$ cat src/rtl/pipe_stage_skid_reg_if.sv
`default_nettype none
// ============================================================================
// Module      : pipe_stage_skid_reg_if
// Description : Handshake bundle for pipe_stage_skid_reg. It carries both the
//               upstream (in_*) and downstream (out_*) sides of the stage.
//               slave  : the stage itself (consumes in_*, produces out_*)
//               master : the environment around the stage
// Ports       : in_valid/in_ready/in_data/in_ctrl   upstream handshake
//               out_valid/out_ready/out_data/out_ctrl downstream handshake
// Revision    : 1.0 - initial release
// ============================================================================
interface pipe_stage_skid_reg_if #(
    parameter int DATA_W = 51,
    parameter int CTRL_W = 5
);
    logic              in_valid;
    logic              in_ready;
    logic [DATA_W-1:0] in_data;
    logic [CTRL_W-1:0] in_ctrl;
    logic              out_valid;
    logic              out_ready;
    logic [DATA_W-1:0] out_data;
    logic [CTRL_W-1:0] out_ctrl;

    modport slave (
        input  in_valid, in_data, in_ctrl, out_ready,
        output in_ready, out_valid, out_data, out_ctrl
    );

    modport master (
        output in_valid, in_data, in_ctrl, out_ready,
        input  in_ready, out_valid, out_data, out_ctrl
    );
endinterface
`default_nettype wire

$ cat src/rtl/pipe_stage_skid_reg.sv
`default_nettype none
// ============================================================================
// Module      : pipe_stage_skid_reg
// Description : Elastic pipeline register with a 2-entry skid buffer,
//               synchronous flush, bubble masking of control bits and a
//               saturating stall counter.
// Ports       : clk        clock, all state updates on posedge
//               rst_n      asynchronous active-low reset
//               flush      synchronous squash of all held entries
//               clr_stats  synchronous clear of stall_cnt
//               bus        handshake bundle (slave side)
//               stall_cnt  cycles with out_valid=1 and out_ready=0
// Revision    : 1.0 - initial release
// ============================================================================
module pipe_stage_skid_reg #(
    parameter int DATA_W = 51,
    parameter int CTRL_W = 5,
    parameter int CNT_W  = 16
) (
    input  wire logic                   clk,
    input  wire logic                   rst_n,
    input  wire logic                   flush,
    input  wire logic                   clr_stats,
    pipe_stage_skid_reg_if.slave        bus,
    output logic [CNT_W-1:0]            stall_cnt
);

    // Encoding chosen so that bit 0 is main_v and bit 1 is skid_v.
    typedef enum logic [1:0] {
        ST_EMPTY = 2'b00,
        ST_FULL  = 2'b01,
        ST_SKID  = 2'b11
    } state_t;

    localparam logic [CNT_W-1:0] c_cnt_max = '1;

    state_t            r_state;
    logic [DATA_W-1:0] r_main_data;
    logic [CTRL_W-1:0] r_main_ctrl;
    logic [DATA_W-1:0] r_skid_data;
    logic [CTRL_W-1:0] r_skid_ctrl;
    logic [CNT_W-1:0]  r_stall_cnt;

    logic w_main_v;
    logic w_skid_v;
    logic w_in_xfer;
    logic w_out_xfer;

    assign w_main_v   = r_state[0];
    assign w_skid_v   = r_state[1];
    assign w_in_xfer  = bus.in_valid & ~w_skid_v;
    assign w_out_xfer = w_main_v & bus.out_ready;

    assign bus.in_ready  = ~w_skid_v;
    assign bus.out_valid = w_main_v;
    assign bus.out_data  = r_main_data;
    // Bubbles never carry live control bits downstream.
    assign bus.out_ctrl  = w_main_v ? r_main_ctrl : '0;
    assign stall_cnt     = r_stall_cnt;

    always_ff @(posedge clk or negedge rst_n) begin
        if (!rst_n) begin
            r_state     <= ST_EMPTY;
            r_main_data <= '0;
            r_main_ctrl <= '0;
            r_skid_data <= '0;
            r_skid_ctrl <= '0;
            r_stall_cnt <= '0;
        end else begin
            // Stall statistics run independently of flush.
            if (clr_stats) begin
                r_stall_cnt <= '0;
            end else if (w_main_v && !bus.out_ready && (r_stall_cnt != c_cnt_max)) begin
                r_stall_cnt <= r_stall_cnt + 1'b1;
            end

            if (flush) begin
                // Data registers keep stale contents; only validity is dropped.
                r_state <= ST_EMPTY;
            end else begin
                case (r_state)
                    ST_EMPTY: begin
                        if (w_in_xfer) begin
                            r_main_data <= bus.in_data;
                            r_main_ctrl <= bus.in_ctrl;
                            r_state     <= ST_FULL;
                        end
                    end
                    ST_FULL: begin
                        case ({w_in_xfer, w_out_xfer})
                            2'b11: begin
                                r_main_data <= bus.in_data;
                                r_main_ctrl <= bus.in_ctrl;
                            end
                            2'b10: begin
                                r_skid_data <= bus.in_data;
                                r_skid_ctrl <= bus.in_ctrl;
                                r_state     <= ST_SKID;
                            end
                            2'b01: begin
                                r_state <= ST_EMPTY;
                            end
                            default: begin
                            end
                        endcase
                    end
                    ST_SKID: begin
                        if (w_out_xfer) begin
                            r_main_data <= r_skid_data;
                            r_main_ctrl <= r_skid_ctrl;
                            r_state     <= ST_FULL;
                        end
                    end
                    default: begin
                        r_state <= ST_EMPTY;
                    end
                endcase
            end
        end
    end

endmodule
`default_nettype wire

$ cat src/flat_wrapper.sv
// flat-port wrapper written by rule: the top's interface ports become plain ports
module pipe_stage_skid_reg_flat 
#(
    parameter int DATA_W = 51,
    parameter int CTRL_W = 5,
    parameter int CNT_W  = 16
)
  (clk, rst_n, flush, clr_stats, stall_cnt, bus_in_valid, bus_in_data, bus_in_ctrl, bus_out_ready, bus_in_ready, bus_out_valid, bus_out_data, bus_out_ctrl);
  pipe_stage_skid_reg_if #(.DATA_W(DATA_W), .CTRL_W(CTRL_W)) bus_i ();
  input  wire logic clk;
  input  wire logic rst_n;
  input  wire logic flush;
  input  wire logic clr_stats;
  output logic [CNT_W-1:0] stall_cnt;
  input wire logic [$bits(bus_i.in_valid)-1:0] bus_in_valid;
  input wire logic [$bits(bus_i.in_data)-1:0] bus_in_data;
  input wire logic [$bits(bus_i.in_ctrl)-1:0] bus_in_ctrl;
  input wire logic [$bits(bus_i.out_ready)-1:0] bus_out_ready;
  output wire logic [$bits(bus_i.in_ready)-1:0] bus_in_ready;
  output wire logic [$bits(bus_i.out_valid)-1:0] bus_out_valid;
  output wire logic [$bits(bus_i.out_data)-1:0] bus_out_data;
  output wire logic [$bits(bus_i.out_ctrl)-1:0] bus_out_ctrl;
  assign bus_i.in_valid = bus_in_valid;
  assign bus_i.in_data = bus_in_data;
  assign bus_i.in_ctrl = bus_in_ctrl;
  assign bus_i.out_ready = bus_out_ready;
  assign bus_in_ready = bus_i.in_ready;
  assign bus_out_valid = bus_i.out_valid;
  assign bus_out_data = bus_i.out_data;
  assign bus_out_ctrl = bus_i.out_ctrl;
  pipe_stage_skid_reg #(.DATA_W(DATA_W), .CTRL_W(CTRL_W), .CNT_W(CNT_W)) u_core (.clk(clk), .rst_n(rst_n), .flush(flush), .clr_stats(clr_stats), .bus(bus_i), .stall_cnt(stall_cnt));
endmodule
$ cat config.mk
export PLATFORM = sky130hd
export DESIGN_NAME = pipe_stage_skid_reg_flat
export DESIGN_NICKNAME = d
export VERILOG_FILES = /design/src/rtl/pipe_stage_skid_reg_if.sv /design/src/rtl/pipe_stage_skid_reg.sv /design/src/flat_wrapper.sv
export SDC_FILE = /design/constraint.sdc
export NUM_CORES = 1
export LEC_CHECK = 0
export BUFFER_PORTS_ARGS = -buffer_cell sky130_fd_sc_hd__buf_2
export CORE_ASPECT_RATIO = 1.4
export CORE_MARGIN = 4
export CORE_UTILIZATION = 51
export CTS_BUF_LIST = sky130_fd_sc_hd__clkbuf_4
export CTS_CLUSTER_SIZE = 12
export DETAILED_ROUTE_END_ITERATION = 10
export GPL_ROUTABILITY_DRIVEN = 0
export PLACE_DENSITY = 0.9
export SLEW_MARGIN = 20
export SYNTH_ARGS = -nofsm -noshare
export SYNTH_HDL_FRONTEND = slang
export SYNTH_SLANG_ARGS = --single-unit
$ cat constraint.sdc
create_clock -name clk -period 1.7 [get_ports clk]
set_input_delay 0.34 -clock clk [delete_from_list [all_inputs] [get_ports clk]]
set_output_delay 0.34 -clock clk [all_outputs]
set_load 0.01 [all_outputs]
==> results_dict.tcl, run 1 <==
set metrics [dict create \
    drv_slew 0 \
    clock_path_buffers 2 \
    critPathCapture "u_core.bus.out_data[43]$_DFFE_PN0P_" \
    crit_type "reg -> reg" \
    die_w_um 101 \
    fin_ws_ps -99.3 \
    htree_levels 4 \
    yosys-top-cells-area "dfrtp_1, mux2_2, mux2_4" \
    cp-start-kind "flop" \
    post-route-cell-area_um2 8170 \
    status "finished with violations" \
    drv_cap 0 \
    max_freq_mhz 556 \
    drc 0 \
    leakage_nw 3.99 \
    hold_start "bus_in_data[30]" \
    finalClockSkew_ps 18.4 \
    min_period_ps 1800 \
    place_inst 708 \
    ys_ff_latch 130 \
    ys_seq_area_share_pct 53.2 \
    crit_path_end_kind "flop" \
    avgRoutedWirePerCell_um 20.2 \
    synth_cell_types 45 \
    yosys.area.top_type "dfrtp_1" \
    viasPerCell 5.58 \
    irDropWorstVdd_mv 1.00 \
    num_vias 4297 \
    finalSetupViolCount 105 \
    required_ps 2100 \
    final_common_cell "buf_2" \
    powerDensity_nw_per_um2 1630 \
    yosysWarnings 0 \
    path_clk_slew_ps 130 \
    syn2layout_area_growth_pct 33.6 \
    grt.total_usage_pct 20.4 \
    grt_pass1_wl_mm 22.0 \
    crit_path_start "u_core.r_state[0]$_DFFE_PN0P_" \
    cts-root-buf "clkbuf_4" \
    r2r_slack_ps -100 \
    syn-cell-area_um2 6110 \
    first_global_vias 4519 \
    slew-limit-headroom_pct 72.9 \
    r2r-start "u_core.r_state[0]$_DFFE_PN0P_" \
    rsz0062_at_grt "true" \
    syn_nets 488 \
    worst_pin_slew_ps 406 \
    syn_area_per_cell_um2 14.5 \
    hp-class "in -> reg" \
    die_y_um 138 \
    dp_hpwl_mm 9.63 \
    cts_tree "built" \
    critPathMaxFanout 9 \
    syn_inst 421 \
    layout-drive-gt1-share_pct 70.3 \
    nets 676 \
    yosysTopAreaCellShare_pct 53.2 \
    dr.pass1.iters 4 \
    drtAntennaViolNets 0 \
    reg2regPathDepth 7 \
    pre_cts_slack_ps -111 \
    drt-initial-drc-count 115 \
    dieArea_um2 13800 \
    overflow 0 \
    core.rowCount 47 \
    clock_latency_ps 540 \
    ios 136 \
    grt_start_max_net_pins 71 \
    violations "setup timing" \
    period_share_pct 106 \
    portBuffers 135 \
    hold_violations 0 \
    antenna_found_initial 1 \
    clock-sinks 130 \
    cts_buffers 17 \
    wl_mm 15.6 \
    postPlaceCellArea_um2 7150 \
    fin_cells 770 \
    timing.hold.ws_ps 42.7 \
    critPathArrivalTime_ps 2200 \
    coreArea_um2 11800 \
    reg2reg_to "u_core.bus.out_data[43]$_DFFE_PN0P_" \
    layout_common_cells "buf_2, dfrtp_1, mux2_2, mux2_4, buf_4" \
    initial_core_util_pct 52.0 \
]
-- through the flow --
step	util, %	power [mW]	TNS [ps]
finish	69.4	13.3	-5890
global route	69.4	14.0	-12150
global placement	60.8	10.0	-1230
floorplan	-	8.69	0
CTS	64.8	12.5	-7420
detailed placement	60.8	10.4	-7640
-- cell type report --
| type | count | area, µm² |
|---|---|---|
| fillers | 800 | 3590 |
| flip-flops and latches | 130 | 3260 |
| multi-input cells | 265 | 3050 |
| repair buffers | 190 | 1390 |
| well taps | 147 | 184 |
| clock inverters | 15 | 131 |
| clock buffers | 17 | 128 |
| inverters | 5 | 18.8 |
| diodes | 1 | 2.50 |
-- logic make-up (layout without fill, tap and decap cells) --
| kind of cell | Yosys count | count (layout) | synth area share [%] |
|---|---|---|---|
| xor+xnor | 1 | 1 | 0.143 |
| mux | 173 | 173 | 34.3 |
| simple gates | 54 | 54 | 5.38 |
| buf+inv | 26 | 227 | 2.41 |
| compound gates | 32 | 32 | 3.58 |
| flops | 130 | 130 | 53.2 |
| fa+ha+maj | 5 | 5 | 1.02 |
| other cells | 0 | 1 | 0 |
-- power breakdown --
part / internal [mW] / leakage (nW) / switching [mW]
clock: 0.732 / 0.134 / 1.22
sequential: 4.49 / 1.57 / 0.827
combinational: 3.75 / 2.28 / 2.30
-- layer usage --
metal	up-vias	GRT usage (%)	share of wire, %
li1	1922	-	-
met1	2199	23.0	38
met2	144	36.5	55
met3	32	4.56	4.7
met4	0	9.36	2.4
met5	-	0	0
-- state kept, by name (all words and copies together), names as in the netlist --
signal	flops
u_core.r_skid_data	51
u_core.bus.out_data	51
u_core.stall_cnt	16
u_core.r_main_ctrl	5
u_core.r_skid_ctrl	5
u_core.r_state	2
-- cell usage after synthesis, drive strengths merged --
master and instances:
a211o 1, a21oi 10, a22oi 1, a311oi 1, a31oi 1, a41oi 1, and2 5, and2b 1
and3 2, and4 1, buf 19, clkbuf 2, dfrtp 130, ha 5, inv 5, mux2 170
mux2i 3, nand2 9, nand2b 3, nand3 5, nand3b 2, nand4 5, nor2 5, nor2b 2
nor3 4, nor4 1, nor4b 1, o2111ai 1, o21ai 6, o21ba 1, o22ai 1, o311ai 1
o31ai 6, o41ai 1, or3 2, or4 6, xnor2 1
-- worst max-delay path, stage by stage (launching register included) --
cell	delay, ps
dfrtp_2	450
buf_8	160
nand2_2	100
a22oi_2	240
nand3_4	100
buf_12	170
buf_12	150
mux2_4	300
-- how the worst min path moves through the flow --
stage / to / depth (start not counted)
final: u_core.r_skid_data[30]$_DFFE_PN0P_ / 2
after detailed placement: u_core.bus.out_data[31]$_DFFE_PN0P_ / 2
after global placement: u_core.bus.out_data[30]$_DFFE_PN0P_ / 2
after floorplan: u_core.bus.out_data[0]$_DFFE_PN0P_ / 0
after global routing: u_core.r_skid_data[42]$_DFFE_PN0P_ / 2
after CTS: u_core.r_skid_data[30]$_DFFE_PN0P_ / 2
-- repair_timing --
item                       in CTS  in global routing
gates resized for setup        19                 78
gates cloned                    2                  8
hold buffers                    1                  2
hold endpoints to repair      130                  2
buffers inserted               10                  7
pin swaps                       4                 15
setup endpoints to repair     120                131
Power figures use the tool's default switching activity.
==> run 2: changes to the inputs <==
Settings changed: BUFFER_PORTS_ARGS -buffer_cell sky130_fd_sc_hd__buf_2 to unset, CORE_UTILIZATION 51 to 55, DONT_BUFFER_PORTS set to 1, PLACE_DENSITY 0.9 to 0.84.
==> run 2 against run 1 <==
The flow finishes with violations (hold timing, setup timing); routed wire length fell by 5.8%; via count fell by 8.7%; power fell by 12%; critical path type unchanged; largest cell class unchanged; largest power group is now registers; highest routed layer unchanged.
==> results_dict.tcl, run 2 (synthesized netlist as in run 1, its figures left out) <==
set metrics [dict create \
    status "finished with violations" \
    critPathMaxFanout 7 \
    drc 0 \
    clock-sinks 130 \
    syn2layout_area_growth_pct 25.7 \
    cts-root-buf "clkbuf_4" \
    dr.pass1.iters 5 \
    cts_buffers 17 \
    leakage_nw 3.40 \
    clock_path_buffers 2 \
    crit_path_end_kind "flop" \
    regArea_um2 3260 \
    coreArea_um2 10900 \
    max_freq_mhz 564 \
    ios 136 \
    hp-class "in -> async" \
    powerDensity_nw_per_um2 1530 \
    cp-start-kind "flop" \
    cts_hold_buf 58 \
    crit_buf_inv 4 \
    diodes 0 \
    first_global_vias 4427 \
    overflow 0 \
    crit_top_cell "buf_6" \
    drv_slew 0 \
    antenna_found_initial 0 \
    num_vias 3924 \
    timing.hold.ws_ps -498 \
    period_share_pct 104 \
    finalSetupViolCount 109 \
    clock_latency_ps 510 \
    min_period_ps 1770 \
    finalClockSkew_ps 18.2 \
    multi_input_area_um2 2850 \
    slowest_stage "dfrtp_2" \
    drv_cap 0 \
    crit_family "buffers and inverters" \
    grt.total_usage_pct 22.6 \
    power.total_mw 11.7 \
    grt_start_max_net_pins 131 \
    die_y_um 133 \
    rsz0062_at_grt "true" \
    postPlaceCellArea_um2 6500 \
    path_clk_slew_ps 120 \
    required_ps 2090 \
    fillers 698 \
    wl_mm 14.7 \
    cts_tree "built" \
    hold_violations 130 \
    initial_core_util_pct 56.3 \
    drtAntennaViolNets 0 \
    drt-initial-drc-count 114 \
    dp_hpwl_mm 8.40 \
    fin_ws_ps -72.5 \
    irDropWorstVdd_mv 0.833 \
    violations "hold timing, setup timing" \
    viasPerCell 5.76 \
    layout_common_cells "mux2_2, dfrtp_1, dlygate4sd3_1, mux2_4, buf_4" \
    final_common_cell "mux2_2" \
    crit_type "reg -> reg" \
    layout-drive-gt1-share_pct 53.7 \
    die_w_um 97.1 \
    critPathArrivalTime_ps 2170 \
    portBuffers 0 \
    grt_pass1_wl_mm 23.1 \
    nets 594 \
    post-route-cell-area_um2 7690 \
    worst_pin_slew_ps 639 \
    slowest_delay_ps 470 \
    crit_chain "buf_6 -> nand2_4 -> buf_4 -> nand3b_1 -> buf_6 -> clkbuf_16 -> mux2_2" \
    slew-limit-headroom_pct 57.3 \
    dieArea_um2 12900 \
    core.rowCount 45 \
    htree_levels 4 \
    avgRoutedWirePerCell_um 21.5 \
]
run 2: worst paths after layout:
kind	cells past startpoint	to	startpoint	slack (ps)
min reg2reg	1	u_core.r_skid_ctrl[3]$_DFFE_PN0P_	u_core.r_skid_ctrl[3]$_DFFE_PN0P_	510
min in group clk	2	u_core.stall_cnt[0]$_DFFE_PN0P_	clr_stats	80
max in group asynchronous	0	u_core.stall_cnt[8]$_DFFE_PN0P_	rst_n	2040
min	0	u_core.bus.out_data[28]$_DFFE_PN0P_	rst_n	-500
max reg2reg	7	u_core.r_skid_data[23]$_DFFE_PN0P_	u_core.r_state[0]$_DFFE_PN0P_	-70
max	7	u_core.r_skid_data[23]$_DFFE_PN0P_	u_core.r_state[0]$_DFFE_PN0P_	-70
run 2: layer usage:
layer  track usage [%]  part of all wire, %  wire [µm]
met5                 0                    0          0
met4              7.49                  1.8        269
met3              7.33                  6.1        894
met2              40.9                   56       8160
met1              24.8                   36       5340
run 2: worst reg2reg max path: stages, from the launching register on:
cell       delay, ps
dfrtp_2          470
buf_6            160
nand2_4           60
buf_4            140
nand3b_1         150
buf_6            180
clkbuf_16        170
mux2_2           330
run 2: through the flow:
stage	util, %	setup TNS (ps)	hold WS, ps	worst slack, ps	cells
after CTS	68.3	-1510	-554	-41.4	670
after global placement	59.8	0	47.1	25.6	573
after floorplan	-	0	44.4	15.6	421
after detailed placement	59.8	-3360	47.0	-66.6	573
after global routing	70.7	-13040	-576	-143	681
final	70.7	-4450	-498	-72.5	681
run 2: cell type report:
type / count / area share [%]
Inverter: 5 / 0.244
Clock buffer: 18 / 1.76
Multi-Input combinational cell: 265 / 37.1
Timing Repair Buffer: 108 / 15.0
Tap cell: 141 / 2.30
Clock inverter: 14 / 1.20
Sequential cell: 130 / 42.4
run 2: power by group:
group          internal [mW]  switching, mW  total [mW]
Clock                  0.580           1.15        1.73
Sequential              4.49           1.23        5.72
Combinational           2.80           1.50        4.30
run 2: timing repair:
action | in CTS | in global routing
endpoints found under the hold margin | 201 | 130
endpoints found under the setup margin | 115 | 126
gates cloned | 2 | 5
buffers inserted | 5 | 7
pin swaps | 1 | 6
gates resized for setup | 12 | 28
==> run 3: changes to the inputs <==
--- a/constraint.sdc
+++ b/constraint.sdc
@@ -3,2 +3,2 @@
 set_output_delay 0.34 -clock clk [all_outputs]
-set_load 0.01 [all_outputs]
+set_load 0.05 [all_outputs]
==> run 3 against run 2 <==
The run still ends with hold timing, setup timing left; critical path depth is 1 higher; via count up 6.1%; routed wire length grew 15%; clock-buffer cell count did not move; power rose by 41%; critical path type unchanged; largest cell class unchanged.
==> results_dict.tcl, run 3 (synthesized netlist as in run 1, its figures left out) <==
set metrics [dict create \
    hp-class "in -> async" \
    critPathArrivalTime_ps 2340 \
    irDropWorstVdd_mv 1.22 \
    cts_buffers 17 \
    crit_chain "buf_8 -> inv_4 -> ha_1 -> nor2_1 -> nand3_4 -> buf_8 -> clkbuf_16 -> mux2_4" \
    die_y_um 133 \
    drc 0 \
    clock_latency_ps 510 \
    crit_family "buffers and inverters" \
    cts_hold_buf 58 \
    powerDensity_nw_per_um2 1930 \
    path_clk_slew_ps 110 \
    crit_path_end_kind "flop" \
    clock_path_buffers 2 \
    multi_input_area_um2 3090 \
    num_vias 4164 \
    initial_core_util_pct 56.3 \
    wl_mm 16.9 \
    crit_type "reg -> reg" \
    period_share_pct 114 \
    cts-root-buf "clkbuf_4" \
    cp-start-kind "flop" \
    htree_levels 4 \
    critPathMaxFanout 5 \
    pre_cts_slack_ps -82.7 \
    final_common_cell "dfrtp_1" \
    nets 620 \
    clock-sinks 130 \
    rsz0062_at_grt "true" \
    drtAntennaViolNets 0 \
    max_freq_mhz 514 \
    viasPerCell 5.88 \
    avgRoutedWirePerCell_um 23.8 \
    crit_buf_inv 4 \
    min_period_ps 1950 \
    post-route-cell-area_um2 8600 \
    drt-initial-drc-count 131 \
    dr.pass1.iters 5 \
    overflow 0 \
    ios 136 \
    regArea_um2 3280 \
    drv_cap 0 \
    leakage_nw 3.99 \
    first_global_vias 4695 \
    finalSetupViolCount 121 \
    dieArea_um2 12900 \
    required_ps 2100 \
    layout-drive-gt1-share_pct 58.0 \
    postLayoutCoreUtil_pct 79.2 \
    grt_start_max_net_pins 131 \
    dp_hpwl_mm 8.57 \
    layout_common_cells "dfrtp_1, mux2_4, mux2_2, dlygate4sd3_1, buf_4" \
    die_w_um 97.1 \
    timing.hold.ws_ps -487 \
    slew-limit-headroom_pct 60.2 \
    crit_top_cell "buf_8" \
    fillers 577 \
    cts_tree "built" \
    fin_ws_ps -245 \
    finalClockSkew_ps 21.1 \
    drv_slew 0 \
    slowest_delay_ps 450 \
    antenna_found_initial 1 \
    grt.total_usage_pct 25.7 \
    slowest_stage "dfrtp_4" \
    status "finished with violations" \
    syn2layout_area_growth_pct 40.7 \
    coreArea_um2 10900 \
    worst_pin_slew_ps 596 \
    setup_tns_ps -19380 \
    hold_violations 130 \
    grt_pass1_wl_mm 25.7 \
    postPlaceCellArea_um2 6560 \
    violations "hold timing, setup timing" \
    core.rowCount 45 \
    portBuffers 0 \
]
[run 3: final cells by class]
type | instances | share of cell area (%)
Antenna cell | 1 | 0.0291
Clock buffer | 18 | 1.57
Clock inverter | 14 | 2.73
Inverter | 5 | 0.276
Multi-Input combinational cell | 265 | 36.0
Sequential cell | 130 | 38.1
Tap cell | 141 | 2.05
Timing Repair Buffer | 134 | 19.3
[run 3: per-stage QoR]
stage	hold slack [ps]	total power, mW	instances
final	-487	16.6	708
after global routing	-566	17.2	708
after CTS	-537	16.1	695
after detailed placement	46.6	11.8	579
after global placement	47.2	11.5	579
after floorplan	44.4	10.8	421
[run 3: where the power goes]
part | total, mW | switching, mW | internal (mW)
Combinational | 6.24 | 2.18 | 4.06
Clock | 2.66 | 1.18 | 1.48
Sequential | 7.71 | 3.25 | 4.46
Total | 16.6 | 6.61 | 10.0
[run 3: repair_timing]
| action | 4_1_cts | 5_1_grt |
|---|---|---|
| pin swaps | 5 | 6 |
| setup endpoints to repair | 120 | 131 |
| resized for setup | 108 | 35 |
| gates cloned | 12 | 5 |
| endpoints found under the hold margin | 200 | 130 |
| buffers inserted | 14 | 13 |
[run 3: worst paths after layout]
kind | cells after the start | from | end | slack [ps]
max | 8 | u_core.r_state[0]$_DFFE_PN0P_ | u_core.bus.out_data[28]$_DFFE_PN0P_ | -250
min | 0 | rst_n | u_core.r_skid_data[8]$_DFFE_PN0P_ | -490
max reg2reg | 8 | u_core.r_state[0]$_DFFE_PN0P_ | u_core.bus.out_data[28]$_DFFE_PN0P_ | -250
min reg2reg | 1 | u_core.r_skid_data[28]$_DFFE_PN0P_ | u_core.r_skid_data[28]$_DFFE_PN0P_ | 520
max in group asynchronous | 0 | rst_n | u_core.stall_cnt[4]$_DFFE_PN0P_ | 2000
min in group clk | 2 | flush | u_core.r_state[0]$_DFFE_PN0P_ | 60
[run 3: metal layers]
metal	wire length, µm	up-vias	part of all wire (%)	track usage (%)
met2	9360	179	55	46.4
li1	-	1817	-	-
met1	6020	2128	36	27.8
met5	0	-	0	0
met3	1010	40	6.0	8.23
met4	492	0	2.9	10.3
